<file path="src/rtl/serial_mode_scheduler.sv">
// Sequencer that walks an OUT_H x OUT_W grid of window positions, drives the
// serial engine through en/feature_baseaddr, and stores each result in a buffer.
module serial_mode_scheduler #(
   parameter int IMG_W   = 5,
   parameter int OUT_W   = 3,
   parameter int OUT_H   = 3,
   parameter int TIMEOUT = 255
) (
   input  logic       clk,
   input  logic       rst,
   input  logic       start_i,
   input  logic [7:0] img_baseaddr_i,
   output logic       en_o,
   output logic [7:0] feature_baseaddr_o,
   input  logic       is_done_i,
   input  logic [7:0] out_i,
   output logic       res_we_o,
   output logic [7:0] res_addr_o,
   output logic [7:0] res_data_o,
   output logic       busy_o,
   output logic       done_o,
   output logic       err_o,
   output logic [2:0] dbg_state
);

   typedef enum logic [2:0] {
      S_IDLE  = 3'd0,
      S_ISSUE = 3'd1,
      S_RUN   = 3'd2,
      S_WRITE = 3'd3,
      S_DONE  = 3'd4,
      S_ERROR = 3'd5
   } state_t;

   localparam int WD_W = $clog2(TIMEOUT + 1);
   localparam logic [7:0]      IMG_W8   = 8'(IMG_W);
   localparam logic [7:0]      OUT_W8   = 8'(OUT_W);
   localparam logic [7:0]      LAST_ROW = 8'(OUT_H - 1);
   localparam logic [7:0]      LAST_COL = 8'(OUT_W - 1);
   localparam logic [WD_W-1:0] WD_LAST  = WD_W'(TIMEOUT - 1);

   state_t          state, next_state;
   logic [7:0]      base, row, col;
   logic [WD_W-1:0] wd;
   logic [7:0]      feat_addr, res_addr, res_data;
   logic            err;

   logic            done_seen, wd_expired, last_pos;
   logic [7:0]      win_addr, res_idx;

   // Engine handshake: en high requests work on the window at feature_baseaddr;
   // is_done is accepted only while en is high and only from the second RUN
   // cycle, so a level left over from the previous position is never taken.
   assign done_seen  = is_done_i && (wd != '0);
   assign wd_expired = (wd == WD_LAST);
   assign last_pos   = (row == LAST_ROW) && (col == LAST_COL);
   assign win_addr   = base + row * IMG_W8 + col;
   assign res_idx    = row * OUT_W8 + col;

   assign feature_baseaddr_o = feat_addr;
   assign res_addr_o         = res_addr;
   assign res_data_o         = res_data;
   assign err_o              = err;
   assign dbg_state          = state;

   always_comb begin
      next_state = state;
      en_o       = 1'b0;
      res_we_o   = 1'b0;
      done_o     = 1'b0;
      busy_o     = 1'b1;
      case (state)
         S_IDLE, S_ERROR: begin
            busy_o = 1'b0;
            if (start_i) next_state = S_ISSUE;
         end
         S_ISSUE: next_state = S_RUN;
         S_RUN: begin
            en_o = 1'b1;
            if (done_seen)       next_state = S_WRITE;
            else if (wd_expired) next_state = S_ERROR;
         end
         S_WRITE: begin
            res_we_o   = 1'b1;
            next_state = last_pos ? S_DONE : S_ISSUE;
         end
         S_DONE: begin
            done_o     = 1'b1;
            next_state = S_IDLE;
         end
         default: begin
            busy_o     = 1'b0;
            next_state = S_IDLE;
         end
      endcase
   end

   always_ff @(posedge clk) begin
      if (rst) begin
         state     <= S_IDLE;
         base      <= '0;
         row       <= '0;
         col       <= '0;
         wd        <= '0;
         feat_addr <= '0;
         res_addr  <= '0;
         res_data  <= '0;
         err       <= 1'b0;
      end else begin
         state <= next_state;
         case (state)
            S_IDLE, S_ERROR: begin
               if (start_i) begin
                  base <= img_baseaddr_i;
                  row  <= '0;
                  col  <= '0;
                  err  <= 1'b0;
               end
            end
            S_ISSUE: begin
               feat_addr <= win_addr;
               wd        <= '0;
            end
            S_RUN: begin
               wd <= wd + WD_W'(1);
               if (done_seen) begin
                  res_data <= out_i;
                  res_addr <= res_idx;
               end else if (wd_expired) begin
                  err <= 1'b1;
               end
            end
            S_WRITE: begin
               if (!last_pos) begin
                  if (col == LAST_COL) begin
                     col <= '0;
                     row <= row + 8'd1;
                  end else begin
                     col <= col + 8'd1;
                  end
               end
            end
            default: ;
         endcase
      end
   end

endmodule

</file>
<file path="config.mk">
export PLATFORM = sky130hd
export DESIGN_NAME = serial_mode_scheduler
export DESIGN_NICKNAME = d
export VERILOG_FILES = /design/src/rtl/serial_mode_scheduler.sv
export SDC_FILE = /design/constraint.sdc
export NUM_CORES = 1
export LEC_CHECK = 0
export BUFFER_PORTS_ARGS = -buffer_cell sky130_fd_sc_hd__buf_2
export CAP_MARGIN = 20
export CORE_UTILIZATION = 45
export CTS_CLUSTER_DIAMETER = 50
export DETAILED_ROUTE_END_ITERATION = 7
export REMOVE_ABC_BUFFERS = 1
export SKIP_CTS_REPAIR_TIMING = 1
export SYNTH_ARGS = -nofsm -noshare
export SYNTH_HDL_FRONTEND = slang
export SYNTH_SLANG_ARGS = --single-unit
</file>
<file path="constraint.sdc">
create_clock -name clk -period 7.5 [get_ports clk]
set_input_delay 2.25 -clock clk [delete_from_list [all_inputs] [get_ports clk]]
set_output_delay 2.25 -clock clk [all_outputs]
set_load 0.1 [all_outputs]
</file>
# --- Word-level counts from Yosys, hierarchy flattened ---
# Cells that the tools add are included.
# Widths: inputs -> output; s select.
classes:
  mux: 21
  eq_ne: 14
  n_addsub: 6
  multipliers: 2
  reduce_logical: 15
op_table:
  columns: ["op", "count"]
  rows:
  - ["$pmux 8 s2", 3]
  - ["$mux 8", 5]
  - ["$add 8x1->8 const B", 3]
  - ["$add 8x8->8", 3]
  - ["$eq 8x2->1 const B", 2]
  - ["$mux 3", 4]
  - ["$pmux 3 s4", 1]
  - ["$ne 2x2->1 const B", 5]
  - ["$eq 8x8->1 const B", 1]
  - ["$mul 8x2->8 const B", 1]
  - ["$mul 8x3->8 const B", 1]
  - ["$reduce_and 4->1", 2]
  - ["$reduce_bool 8->1", 1]
  - ["$mux 1", 7]
  - ["$eq 3x2->1 const B", 2]
  - ["$eq 3x3->1 const B", 2]
  - ["$reduce_and 2->1", 3]
  - ["$reduce_bool 2->1", 3]
  - ["$reduce_or 4->1", 1]
  - ["$eq 3x1->1 const B", 1]
  - ["$logic_not 3->1", 1]
  - ["$ne 3x3->1 const B", 1]
  - ["$reduce_and 3->1", 1]
  - ["$logic_and 1x1->1", 2]
  - ["other kinds (2)", 2]
totals:
  word_cells: 67
  ff_bits: 60
  out_inout_bits: 32
  in_bits: 20

# --- Logic depth before layout (Yosys ltp) ---
# Gate-level depths: netlist of run 1.
logic_depth:
  word_depth: 4
  ltp_mapped: 11
  depth_no_buf: 11

# --- Worst setup path after synthesis of run 1 ---
# No wires, ideal clock.
synth_timing:
  path_kind: "flip-flop to output port"
  from: "register state[0], in the netlist dbg_state[0]"
  to: "output busy_o"
  path_stages_with_launch: 4
  t_required_ps: 5250
  setup_slack_ps: 2291
  arrival_ps: 2959
  path_buffers: 1
  cell_sequence: "dfxtp_1 -> buf_2 -> nor2_1 -> xnor2_1"
synth_via:
  elab_chain_len: 3
  elab_cells_between_ends: 6
  classes_between: "eq/ne: 4; mux: 1; reduce/logical: 1"
synth_rtl:
  columns: ["element", "line_no", "rtl"]
  rows:
  - ["from (decl)", "42", "state_t state, next_state;"]
  - ["from (signal assigned)", "110", "state <= next_state;"]
  - ["$eq 3x2->1 (tied with other cells)", "72", "case (state)"]
  - ["$reduce_or 4->1 (no line) *", null, null]
  - ["$mux 1 *", "72", null]
  - ["to (decl)", "20", "output logic busy_o,"]
# Mark *: on every way between the ends. The rest lies on a longest branch, timed or not.

# --- Worst setup path in the final report of run 1 ---
layout_timing:
  from: "register state[1], in the netlist dbg_state[1]"
  to: "output en_o"
layout_via:
  elab_chain_len: 2
layout_rtl:
  columns: ["element", "line_no", "rtl"]
  rows:
  - ["$eq 3x2->1", "72", null]
  - ["$mux 1", "72", null]
  - ["to (decl)", "13", "output logic en_o,"]
# Every way passes these cells.

==> results of run 1 <==
area by class of cell:
type                            instances  area (um2)  area share [%]
Sequential cell                        60        1201           27.67
Timing Repair Buffer                   52       262.8           6.054
Clock inverter                          1       5.005          0.1153
Clock buffer                           14       182.7           4.209
Tap cell                              105       131.4           3.027
Inverter                               45       168.9           3.892
Multi-Input combinational cell        324        2389           55.03
critical path: stages (launching register included):
cell,delay (ns)
dfxtp_1,0.53
nor3b_2,0.81
buf_2,0.56
routing by layer:
| metal | routed length [um] | up-vias | part of all wire (%) |
|---|---|---|---|
| met2 | 3724 | 33 | 46 |
| met4 | 100 | 0 | 1.2 |
| met5 | 0 | - | 0 |
| met1 | 3991 | 1467 | 50 |
| met3 | 219 | 8 | 2.7 |
| li1 | - | 1600 | - |
power by group:
part	internal, uW	switching, uW
Combinational	113	377
Clock	154	123
Sequential	352	43.3
registers in the layout (all words and copies together) (netlist names):
name	cells
col	8
feature_baseaddr_o	8
res_addr_o	8
err_o	1
dbg_state	3
row	8
base	8
res_data_o	8
wd	8
worst max-delay path by stage:
stage          cells past startpoint                      start      to
2_1_floorplan                      2  dbg_state[0]$_SDFFE_PP0P_  busy_o
3_3_place_gp                       2  dbg_state[2]$_SDFFE_PP0P_    en_o
3_5_place_dp                       2  dbg_state[1]$_SDFFE_PP0P_    en_o
4_1_cts                            2  dbg_state[1]$_SDFFE_PP0P_    en_o
5_1_grt                            2  dbg_state[1]$_SDFFE_PP0P_    en_o
6_report                           2  dbg_state[1]$_SDFFE_PP0P_    en_o
Yosys cell counts, drive strengths merged, types with 3 or more instances:
library cell	instances
a21o	3
clkbuf	10
and2	3
o21ai	11
nor3	6
ha	37
nand2	60
a31oi	3
nor2	27
a211oi	6
nand4	6
nand3	13
o211ai	5
o21a	3
nand2b	4
xnor2	22
and3	3
dfxtp	60
buf	7
fa	18
or3	3
inv	45
a311oi	3
nor2b	3
or2	5
a21oi	47
per-stage QoR:
step	total power, uW	instances	hold WS [ns]
finish	1162	601	0.4503
global route	1231	601	0.4691
CTS	1173	601	0.4530
detailed placement	893.0	586	0.4437
global placement	890.2	586	0.4376
floorplan	793.5	429	0.4303
kinds of logic after synthesis:
kind of cell             count (synthesis)  share of synthesized area [%]
adder cells (fa/ha/maj)                 55                          21.44
flip-flops                              60                          31.28
AND/OR/NAND/NOR                        147                          18.80
multiplexers                             2                         0.5539
XOR/XNOR                                24                          5.474
AO/OA/AOI/OAI                           96                          15.93
buffers and inverters                   62                          6.517
==> flow_summary.toml, run 1 <==
[outcome]
status = "finished, final reports clean"

[cells_and_area]
final_core_util_pct = 52.82
area_growth_syn_to_layout_pct = 13.03
nFillCells = 805
final_cell_area_mm2 = 0.004340
final_cell_mix = "60 x nand2_1, 60 x dfxtp_1, 51 x buf_2"
drive_gt1_share_pct = 16.13
num_antenna_cells = 0
nNetsFinal = 567

[grt]
grt_usage_pct = 19.80
grt-ovfl-total = 0
met3_usage_pct = 3.140
grt_busiest_layer = "met2"
antenna_found_initial = 0
use_met1_pct = 26.21
gr-usage-met2_pct = 31.94
grt_pass1_wl_um = 13540
grt_pass1_vias = 2844
grt_max_degree = 46

[yosys]
synthTopCellsByArea = "dfxtp_1 31%, ha_1 12%, fa_1 9.4%"
ys.flop_type = "dfxtp_1"
synth_top_cell_area_share_pct = 31.28
synth_seq_cells = 60
ys_async_sr_fraction_pct = 0
synthCells = 446
synth_edf_count = 0
seq_area_frac_synth_pct = 31.28
syn-cell-area_mm2 = 0.003840
syn_avg_cell_area_um2 = 8.610
yosysUniqueCellTypes = 58
ys_warn_count = 0
yosysTopAreaCell = "dfxtp_1"

[drt]
drt_iter0_drc = 74
antenna_left = 0
routedWlPerCell_um = 13.37
drt-pass1-iter-count = 4
drc_errors = 0
vias = 3108
viasPerCell = 5.171
routed_wl_um = 8036

[floorplan]
die_w_um = 94.38
core_area_mm2 = 0.008217
dieArea_mm2 = 0.008907
start_util_pct = 46.73
num_io_pins = 52
chipHeight_um = 94.38
rows = 33

[flow_run]
drv_cap = 0

[clocking]
cts_made_buffers = 9
insertion_delay_ns = 0.34
htree_num_levels = 3
clockRootBuffer = "clkbuf_8"
clkSlewWorstSetupHoldPaths_ns = 0.07
cts_sinks = 60
cts_tree = "yes"
cts_buffer_depth = 2

[worst_hold_path]
hold_class = "flop to flop"
worstHoldStart = "feature_baseaddr_o[0]$_SDFFE_PP0P_"
min_to = "feature_baseaddr_o[0]$_SDFFE_PP0P_"
min_path_cells = 2

[timing]
maxSlewViolCount = 0
fmax_ghz = 0.2227
setup_viol = 0
rsz0062_at_grt = "false"
hold_viol = 0
clock_skew_ns = 0.005751
slew_headroom_pct = 39.31
layout_min_cycle_time_ns = 4.491
tightest_slew_ns = 0.9064
worst_slack_ns = 3.009
tns_ns = 0
fin_crit_sh_pct = 59.88

[worst_setup_path]
r2r_cells = 11
r2r-end = "feature_baseaddr_o[7]$_SDFFE_PP0P_"
critPathRequiredTime_ns = 5.25
worst_setup_path_end_kind = "output pin"
worstSetupPathType = "flop to output pin"
r2r_start = "row[2]$_SDFFE_PP0P_"
cp.arrival_ns = 2.24
crit_fanout = 15
start_kind = "flop"
ff2ff_setup_slack_ns = 4.13

[placement]
dp_hpwl_um = 5792
globalplace.congestion = 0.8072
io_buffers = 51
dpl_worst_slack_ns = 3.387
dpl-instance-area_mm2 = 0.004153

[power]
ir_drop_v = 0.0003347
powerDensity_mw_per_mm2 = 267.8
leakagePower_uw = 0.001904
(Power assumes the default switching activity.)
==> run 2, diff against run 1 <==
clock period = 4.25 ns   (was 7.5 ns; I/O delays follow)
==> run 2 against run 1 <==
Sequential share of layout area down 0.19 points. Utilization up 0.37 points. Via count rose by 1.4%. Wire length grew 3.9%. Combinational power rose by 77%. Sequential cell count did not move. Critical endpoint is now feature_baseaddr_o[7]$_SDFFE_PP0P_. Largest power group unchanged.
==> flow_summary.toml, run 2 (synthesis gave the netlist of run 1 again) <==
[clocking]
cts_tree = "yes"
htree_num_levels = 3
cts_buffer_depth = 2
clkSlewWorstSetupHoldPaths_ns = 0.07
insertion_delay_ns = 0.34
clockRootBuffer = "clkbuf_8"
cts_made_buffers = 9
cts_sinks = 60

[drt]
vias = 3151
routedWlPerCell_um = 13.82
viasPerCell = 5.217
drt_iter0_drc = 125
drt-pass1-iter-count = 4
antenna_left = 0
drc_errors = 0
routed_wl_um = 8346

[power]
ir_drop_v = 0.0008506
leakagePower_uw = 0.001918
powerDensity_mw_per_mm2 = 481.9

[timing]
hold_viol = 0
fmax_ghz = 0.3115
slew_headroom_pct = 36.73
tightest_slew_ns = 0.9463
holdWs_ns = 0.4513
layout_min_cycle_time_ns = 3.210
clock_skew_ns = 0.005839
rsz0062_at_grt = "false"
fin_crit_sh_pct = 75.53
maxSlewViolCount = 0
tns_ns = 0
setup_viol = 0

[worst_setup_path]
startpoint = "row[2]$_SDFFE_PP0P_"
crit_path_cell_trace = "ha_1, ha_1, inv_1, fa_1, inv_1, fa_1, a211oi_1, o21bai_1, a21oi_1, xnor2_1, a21oi_1"
cp_num_buf_inv = 2
worstSetupPathType = "flop to flop"
critical-path-top-delay-family = "adder cells"
start_kind = "flop"
crit_fanout = 8
critPathSlowestCell = "dfxtp_1"
cp.arrival_ns = 3.41
worst_setup_path_end_kind = "flop"
r2r_start = "row[2]$_SDFFE_PP0P_"
critPathRequiredTime_ns = 4.45
max_stage_delay_ns = 0.54

[grt]
grt_pass1_vias = 2792
grt_max_degree = 25
antenna_found_initial = 0
grt_usage_pct = 20.73
grt_pass1_wl_um = 13910
grt-ovfl-total = 0

[floorplan]
rows = 33
start_util_pct = 46.73
chipHeight_um = 94.38
core_area_mm2 = 0.008217
die_w_um = 94.38
num_io_pins = 52
dieArea_mm2 = 0.008907

[outcome]
status = "finished, final reports clean"

[cells_and_area]
drive_gt1_share_pct = 16.63
nNetsFinal = 569
num_antenna_cells = 0
final_cell_mix = "60 x nand2_1, 60 x dfxtp_1, 51 x buf_2"
area_growth_syn_to_layout_pct = 13.82

[placement]
dp_hpwl_um = 6190
globalplace.congestion = 0.8623
io_buffers = 51

[flow_run]
drv_cap = 0

[worst_hold_path]
hold_class = "flop to flop"
worstHoldStart = "res_data_o[0]$_SDFFE_PP0P_"
## run 2: changes by cell type in the layout (fill, tap and decap cells not counted)
cell        previous run  this run
buf_4                  1         3
bufinv_16              0         1
clkbuf_8              13        11
clkinv_2               1         2
clkinvlp_4             0         1
## run 2: worst min-delay path, delay by kind of cell (launching register included)
kind,cells,cell delay (ns)
and+or+nand+nor,1,0.05
DFF,1,0.31
AOI/OAI and AO/OA,1,0.05
## run 2: through the flow
| stage | std cells | total power, uW | instance area, um2 | setup WS [ns] | util (%) |
|---|---|---|---|---|---|
| after floorplan | 429 | 1400 | 3759 | 0.03204 | - |
| after global placement | 588 | 1582 | 4168 | 1.090 | 50.72 |
| after detailed placement | 588 | 1588 | 4168 | 1.039 | 50.72 |
| after CTS | 604 | 2127 | 4370 | 1.019 | 53.19 |
| after global routing | 604 | 2225 | 4370 | 0.8616 | 53.19 |
| final | 604 | 2106 | 4370 | 1.040 | 53.19 |
## run 2: final timing paths
path,cells after the start,slack [ns],to
worst min-delay path,2,0.45,res_data_o[0]$_SDFFE_PP0P_
worst max register to register,11,1.04,feature_baseaddr_o[7]$_SDFFE_PP0P_
worst max-delay path,11,1.04,feature_baseaddr_o[7]$_SDFFE_PP0P_
worst min register to register,2,0.45,res_data_o[0]$_SDFFE_PP0P_
## run 2: final cells by class
cell class / count / area (um2)
tap: 105 / 131.4
clock buffer: 12 / 155.1
sequential: 60 / 1201
timing repair buffer: 54 / 277.8
multi-input combinational: 324 / 2389
clock inverter: 4 / 47.55
fill: 794 / 3846
inverter: 45 / 168.9
## run 2: layer usage
layer,GRT usage [%],up-vias,share of wire [%]
li1,-,1614,-
met1,28.03,1470,49
met2,32.55,56,46
met3,4.187,11,3.6
met4,7.692,0,1.5
met5,0,-,0
## run 2: where the power goes
| part | leakage (uW) | switching (uW) | internal (uW) |
|---|---|---|---|
| clock network | 0.000102 | 231 | 301 |
| registers | 0.000486 | 84.4 | 621 |
| logic | 0.00133 | 667 | 201 |
| total | 0.00192 | 982 | 1120 |
